<file path="src/rtl/usb_pkg.sv">
// Shared USB encodings: RX PIDs, TX commands and controller FSM states.
package usb_pkg;

    typedef enum logic [2:0] {
        RX_NONE  = 3'd0,
        RX_OUT   = 3'd1,
        RX_IN    = 3'd2,
        RX_DATA0 = 3'd3,
        RX_DATA1 = 3'd4,
        RX_ACK   = 3'd5,
        RX_NAK   = 3'd6,
        RX_STALL = 3'd7
    } rx_pid_e;

    typedef enum logic [2:0] {
        TX_NONE  = 3'd0,
        TX_DATA0 = 3'd1,
        TX_ACK   = 3'd2,
        TX_NAK   = 3'd3,
        TX_STALL = 3'd4
    } tx_pid_e;

    typedef enum logic [2:0] {
        ST_IDLE      = 3'd0,
        ST_WAIT_DATA = 3'd1,
        ST_SEND_ACK  = 3'd2,
        ST_SEND_NAK  = 3'd3,
        ST_SEND_DATA = 3'd4,
        ST_WAIT_TX   = 3'd5,
        ST_WAIT_HS   = 3'd6
    } state_e;

    localparam int unsigned TIMER_W = 8;

    // True for the two data-phase PIDs.
    function automatic logic is_data_pid(input rx_pid_e pid);
        return (pid == RX_DATA0) || (pid == RX_DATA1);
    endfunction

    // Handshake/data command owned by each state; only the SEND_* states drive one.
    function automatic tx_pid_e tx_cmd_for_state(input state_e s);
        tx_pid_e cmd;
        case (s)
            ST_SEND_ACK:  cmd = TX_ACK;
            ST_SEND_NAK:  cmd = TX_NAK;
            ST_SEND_DATA: cmd = TX_DATA0;
            default:      cmd = TX_NONE;
        endcase
        return cmd;
    endfunction

endpackage

</file>
<file path="src/rtl/timeout_counter.sv">
// Saturating wait-cycle counter; rollover_o flags that LIMIT has been reached.
module timeout_counter
    import usb_pkg::*;
#(
    parameter logic [TIMER_W-1:0] LIMIT = 8'd255
) (
    input  logic clk,
    input  logic n_rst,
    input  logic en_i,
    input  logic clr_i,
    output logic rollover_o
);

    logic [TIMER_W-1:0] count_q;
    logic [TIMER_W-1:0] count_d;
    logic               rollover_s;

    assign rollover_s = (count_q == LIMIT);
    assign rollover_o = rollover_s;

    // Next count: clear wins, otherwise count up while enabled and not yet at the limit.
    always_comb begin
        count_d = count_q;
        if (clr_i) begin
            count_d = '0;
        end else if (en_i && !rollover_s) begin
            count_d = count_q + 8'd1;
        end else begin
            count_d = count_q;
        end
    end

    // Count register.
    always_ff @(posedge clk or negedge n_rst) begin
        if (!n_rst) begin
            count_q <= '0;
        end else begin
            count_q <= count_d;
        end
    end

endmodule

</file>
<file path="src/rtl/buffer_controller.sv">
// USB endpoint buffer controller: sequences OUT/IN transactions, handshakes and buffer ownership.
module buffer_controller
    import usb_pkg::*;
#(
    parameter int unsigned TIMEOUT = 255
) (
    input  logic       clk,
    input  logic       n_rst,
    input  logic [2:0] rx_packet,
    input  logic       rx_data_ready,
    input  logic       rx_error,
    input  logic       tx_transfer_active,
    input  logic [6:0] buffer_occupancy,
    input  logic       tx_request,
    output logic [2:0] tx_packet,
    output logic       buffer_reserved,
    output logic       clear,
    output logic       rx_done,
    output logic       tx_done,
    output logic       error
);

    state_e  state_q, state_d;
    logic    seen_q, seen_d;
    logic    from_data_q, from_data_d;
    tx_pid_e tx_packet_q, tx_packet_d;
    logic    reserved_q, reserved_d;
    logic    clear_q, clear_d;
    logic    rx_done_q, rx_done_d;
    logic    tx_done_q, tx_done_d;
    logic    error_q, error_d;
    logic    err_set_s;
    logic    tmo_s;
    logic    tmr_en_s;
    logic    tmr_clr_s;
    rx_pid_e pid_s;

    assign pid_s     = rx_pid_e'(rx_packet);
    assign tmr_en_s  = (state_q == ST_WAIT_DATA) || (state_q == ST_WAIT_HS);
    assign tmr_clr_s = (state_d != state_q);

    timeout_counter #(
        .LIMIT (8'(TIMEOUT))
    ) u_timer (
        .clk        (clk),
        .n_rst      (n_rst),
        .en_i       (tmr_en_s),
        .clr_i      (tmr_clr_s),
        .rollover_o (tmo_s)
    );

    // Next-state, pulse and sticky-error logic for the transaction FSM.
    always_comb begin
        state_d     = state_q;
        seen_d      = seen_q;
        from_data_d = from_data_q;
        clear_d     = 1'b0;
        rx_done_d   = 1'b0;
        tx_done_d   = 1'b0;
        err_set_s   = 1'b0;
        case (state_q)
            ST_IDLE: begin
                if (rx_data_ready) begin
                    if ((pid_s == RX_OUT) && !rx_error) begin
                        state_d = ST_WAIT_DATA;
                    end else if (pid_s == RX_IN) begin
                        if (tx_request && (buffer_occupancy != 7'd0)) begin
                            state_d = ST_SEND_DATA;
                        end else begin
                            state_d = ST_SEND_NAK;
                        end
                    end else begin
                        state_d = ST_IDLE;
                    end
                end else begin
                    state_d = ST_IDLE;
                end
            end
            ST_WAIT_DATA: begin
                if (rx_data_ready) begin
                    if (is_data_pid(pid_s) && !rx_error) begin
                        state_d   = ST_SEND_ACK;
                        rx_done_d = 1'b1;
                    end else begin
                        // Corrupt or unexpected data phase: drop whatever was written.
                        state_d   = ST_IDLE;
                        clear_d   = 1'b1;
                        err_set_s = 1'b1;
                    end
                end else if (tmo_s) begin
                    state_d   = ST_IDLE;
                    clear_d   = 1'b1;
                    err_set_s = 1'b1;
                end else begin
                    state_d = ST_WAIT_DATA;
                end
            end
            ST_SEND_ACK, ST_SEND_NAK: begin
                state_d     = ST_WAIT_TX;
                seen_d      = 1'b0;
                from_data_d = 1'b0;
            end
            ST_SEND_DATA: begin
                state_d     = ST_WAIT_TX;
                seen_d      = 1'b0;
                from_data_d = 1'b1;
            end
            ST_WAIT_TX: begin
                // Leave only on the falling edge of a transfer that was actually observed.
                if (tx_transfer_active) begin
                    seen_d = 1'b1;
                end else if (seen_q) begin
                    state_d = from_data_q ? ST_WAIT_HS : ST_IDLE;
                end else begin
                    state_d = ST_WAIT_TX;
                end
            end
            ST_WAIT_HS: begin
                if (rx_data_ready) begin
                    state_d = ST_IDLE;
                    if ((pid_s == RX_ACK) && !rx_error) begin
                        tx_done_d = 1'b1;
                        clear_d   = 1'b1;
                    end else begin
                        // Host did not confirm: keep the payload for a retry.
                        err_set_s = 1'b1;
                    end
                end else if (tmo_s) begin
                    state_d   = ST_IDLE;
                    err_set_s = 1'b1;
                end else begin
                    state_d = ST_WAIT_HS;
                end
            end
            default: begin
                state_d = ST_IDLE;
            end
        endcase

        if (err_set_s) begin
            error_d = 1'b1;
        end else if (rx_done_d || tx_done_d) begin
            error_d = 1'b0;
        end else begin
            error_d = error_q;
        end

        tx_packet_d = tx_cmd_for_state(state_d);
        reserved_d  = (state_d != ST_IDLE);
    end

    // State and registered output flops.
    always_ff @(posedge clk or negedge n_rst) begin
        if (!n_rst) begin
            state_q     <= ST_IDLE;
            seen_q      <= 1'b0;
            from_data_q <= 1'b0;
            tx_packet_q <= TX_NONE;
            reserved_q  <= 1'b0;
            clear_q     <= 1'b0;
            rx_done_q   <= 1'b0;
            tx_done_q   <= 1'b0;
            error_q     <= 1'b0;
        end else begin
            state_q     <= state_d;
            seen_q      <= seen_d;
            from_data_q <= from_data_d;
            tx_packet_q <= tx_packet_d;
            reserved_q  <= reserved_d;
            clear_q     <= clear_d;
            rx_done_q   <= rx_done_d;
            tx_done_q   <= tx_done_d;
            error_q     <= error_d;
        end
    end

    assign tx_packet       = tx_packet_q;
    assign buffer_reserved = reserved_q;
    assign clear           = clear_q;
    assign rx_done         = rx_done_q;
    assign tx_done         = tx_done_q;
    assign error           = error_q;

endmodule

</file>
<file path="config.mk">
export PLATFORM = sky130hd
export DESIGN_NAME = buffer_controller
export DESIGN_NICKNAME = d
export VERILOG_FILES = /design/src/rtl/usb_pkg.sv /design/src/rtl/timeout_counter.sv /design/src/rtl/buffer_controller.sv
export SDC_FILE = /design/constraint.sdc
export NUM_CORES = 1
export LEC_CHECK = 0
export ABC_AREA = 1
export ABC_CLOCK_PERIOD_IN_PS = 5870
export BUFFER_PORTS_ARGS = -buffer_cell sky130_fd_sc_hd__buf_2
export CAP_MARGIN = 0
export CORE_MARGIN = 10
export CORE_UTILIZATION = 40
export DETAILED_ROUTE_END_ITERATION = 12
export MAX_ROUTING_LAYER = met4
export PLACE_DENSITY_LB_ADDON = 0.1
export SLEW_MARGIN = 20
export SYNTH_ARGS = -nofsm -noshare
export SYNTH_HDL_FRONTEND = slang
export SYNTH_HIERARCHICAL = 1
export SYNTH_SLANG_ARGS = --single-unit
</file>
<file path="constraint.sdc">
create_clock -name clk -period 5.87 [get_ports clk]
set_input_delay 0.2935 -clock clk [delete_from_list [all_inputs] [get_ports clk]]
set_output_delay 0.2935 -clock clk [all_outputs]
set_load 0.01 [all_outputs]
</file>
==> impl_metrics.ini <==
[grt]
grt.overflow.total = 0
antenna_found_initial = 0
grt_pass1_wl_um = 5140
grt.total_usage_pct = 10.7
grt_start_max_net_pins = 21
grt_pass1_vias = 1176

[sta]
drv_slew = 0
rsz0062_at_grt = no
fin_hold_ws_ns = 0.210
finalCritPeriodShare_pct = 38.6
fin_skew_ns = 0.00283
setup_viol = 0
finalHoldViolCount = 0
period_minus_slack_ns = 2.26
tns_ns = 0
max_freq_mhz = 442

[worst_setup_path]
critical_path_required_ns = 6.08
cp-end-kind = flop
crit_path_max_fanout = 5
timing.rr.start = u_timer/count_q[1]$_DFFE_PN0P_
start_kind = flop
critical_path_class = reg -> reg
worstPathArrival_ns = 2.47
reg2reg_to = u_timer/count_q[7]$_DFFE_PN0P_
r2r_cells = 20
reg2reg_slack_ns = 3.61

[finish]
n_fill_cell = 337
fin_cells = 251
diodes = 0
final_layout_size_suffix_gt1_share_pct = 23.7
area_delta_synth_final_pct = 15.0
fin_area_sq_um = 1480
layout.nets = 225

[clock_network]
holdBufCountCts = 1
htree_levels = 1
cts_buffers = 3
post_cts_buffers = 0
clkLatencyLatePin_ns = 0.30
cts_resized = 0
max-clock-path-buffers = 2
clk_pin_slew_worst_paths_ns = 0.12
clkSinkCount = 20
cts-root-buf = clkbuf_4
cts_tree = done

[pwr]
power_w = 0.000520
peakVddDrop_mv = 0.161
p_per_area_nw_per_um2 = 352
p_leak_nw = 0.831

[place]
hpwl_um = 2350
dpl_cell_area_sq_um = 1430
place_congestion = 0.926
dp_cells = 246
io_buffers = 22

[floorplan]
fp-row-count = 20
initial_core_util_pct = 42.0
io_pins = 24
die_h_um = 76.7
core_sq_um = 3050
die_area_sq_um = 5880
die_w_um = 76.7

[drt]
drc = 0
vias = 1139
drt_wl_total_um = 2860
viasPerCell = 4.54
firstDrtPassIters = 4
final_antenna_net_count = 0
post_drt_wl_per_cell_um = 11.4
drtIter0Drc = 89

[synth]
synth-warning-count = 6
syn_nets = 199
ys_ff_latch = 20
ys_top_cells_by_count = 56 x nand2_1, 26 x inv_1, 20 x dfrtp_1
async_reset_ff_share_pct = 100
synth_edf_count = 0
avgSynthCellArea_sq_um = 7.05
synth_seq_area_share_pct = 39.0
synthesis.area_sq_um = 1280
synth.top_cell.area_share_pct = 39.0
synthDistinctLibCells = 27
netlist_instances = 182
ys.flop_type = dfrtp_1
synth_top_cell_by_area = dfrtp_1
yosysMostFrequentCell = nand2_1
synth_area_leaders = dfrtp_1 39%, nand2_1 16%, inv_1 7.6%, nand3_1 5.8%, nor2_1 5.6%

[job]
maxCapViolations = 0

[min_path]
hold_class = in -> reg
holdPathStages = 2
min_from = rx_packet[1]
hold_end = tx_done$_DFF_PN0_

[run_status]
status = completed
==> stage by stage <==
stage               setup slack, ns  util, %
detailed placement             3.60     46.8
global route                   3.36     48.4
CTS                            3.58     48.4
global placement               3.66     46.8
finish                         3.61     48.4
floorplan                      3.88        -
==> cells by family after synthesis <==
group / after synthesis / synth area share, %
adder cells (fa/ha/maj): 1 / 0.975
AO/OA/AOI/OAI: 12 / 6.24
flip-flops: 20 / 39.0
buffers and inverters: 32 / 10.6
other: 1 / 0.292
AND/OR/NAND/NOR: 115 / 42.2
XOR/XNOR: 1 / 0.682
==> final cells by class <==
| class | instances | area (sq um) | area share [%] |
|---|---|---|---|
| Clock buffer | 4 | 36.3 | 2.46 |
| Inverter | 30 | 118 | 7.97 |
| Multi-Input combinational cell | 130 | 647 | 43.8 |
| Sequential cell | 20 | 500 | 33.9 |
| Tap cell | 44 | 55.1 | 3.73 |
| Timing Repair Buffer | 23 | 120 | 8.14 |
==> critical path, cell delays in order (launching register included) <==
cell	delay (ns)
dfrtp_1	0.41
ha_1	0.20
nand2_2	0.09
nor2_4	0.18
nand2_4	0.08
inv_1	0.06
nor2_1	0.05
nand2_1	0.09
nand2_1	0.07
nor2_2	0.09
nand2_2	0.08
inv_2	0.05
nand2_1	0.04
nand2_1	0.06
inv_1	0.03
nand2_1	0.13
inv_1	0.14
nand2_4	0.13
clkinv_4	0.07
nand2_1	0.05
nand2_1	0.05
==> how the worst max path moves through the flow <==
| stage | endpoint | slack, ns | depth (start not counted) | from |
|---|---|---|---|---|
| final | u_timer/count_q[7]$_DFFE_PN0P_ | 3.61 | 20 | u_timer/count_q[1]$_DFFE_PN0P_ |
| after global routing | u_timer/count_q[7]$_DFFE_PN0P_ | 3.36 | 20 | u_timer/count_q[1]$_DFFE_PN0P_ |
| after CTS | u_timer/count_q[7]$_DFFE_PN0P_ | 3.58 | 20 | u_timer/count_q[1]$_DFFE_PN0P_ |
| after detailed placement | u_timer/count_q[7]$_DFFE_PN0P_ | 3.60 | 20 | u_timer/count_q[1]$_DFFE_PN0P_ |
| after global placement | u_timer/count_q[4]$_DFFE_PN0P_ | 3.66 | 20 | u_timer/count_q[1]$_DFFE_PN0P_ |
| after floorplan | u_timer/count_q[7]$_DFFE_PN0P_ | 3.88 | 20 | u_timer/count_q[1]$_DFFE_PN0P_ |
==> per-layer routing <==
metal	vias up	global-route usage, %	routed length, um
met5	-	-	0
met4	0	5.20	42
met3	4	2.91	94
met2	24	16.8	1340
met1	501	12.3	1380
li1	610	-	-
==> power breakdown <==
group / internal (W) / switching [W]
sequential: 0.000163 / 0.0000268
combinational: 0.0000835 / 0.000164
clock: 0.0000379 / 0.0000452
==> registers in the layout, indices dropped and copies added (netlist names) <==
signal           cells
u_timer/count_q      8
state_q              3
tx_packet            2
buffer_reserved      1
clear                1
error                1
from_data_q          1
rx_done              1
seen_q               1
tx_done              1
==> placed cells by master, fill, tap and decap left out <==
cell           instances
a21oi_1                2
a21oi_4                1
buf_2                 22
clkbuf_4               3
clkbuf_8               1
clkinv_4               1
conb_1                 1
dfrtp_1               20
dlygate4sd3_1          1
ha_1                   1
inv_1                 26
inv_2                  3
nand2_1               56
nand2_2                5
nand2_4                3
nand3_1               15
nand3_2                2
nand4_1                3
nor2_1                19
nor2_2                 6
nor2_4                 2
nor3_1                 3
nor4_1                 1
o211ai_1               1
o21a_1                 2
o21ai_0                3
o21ai_1                2
o22ai_1                1
xor2_1                 1
No activity file was read; power rests on OpenSTA's default activity.
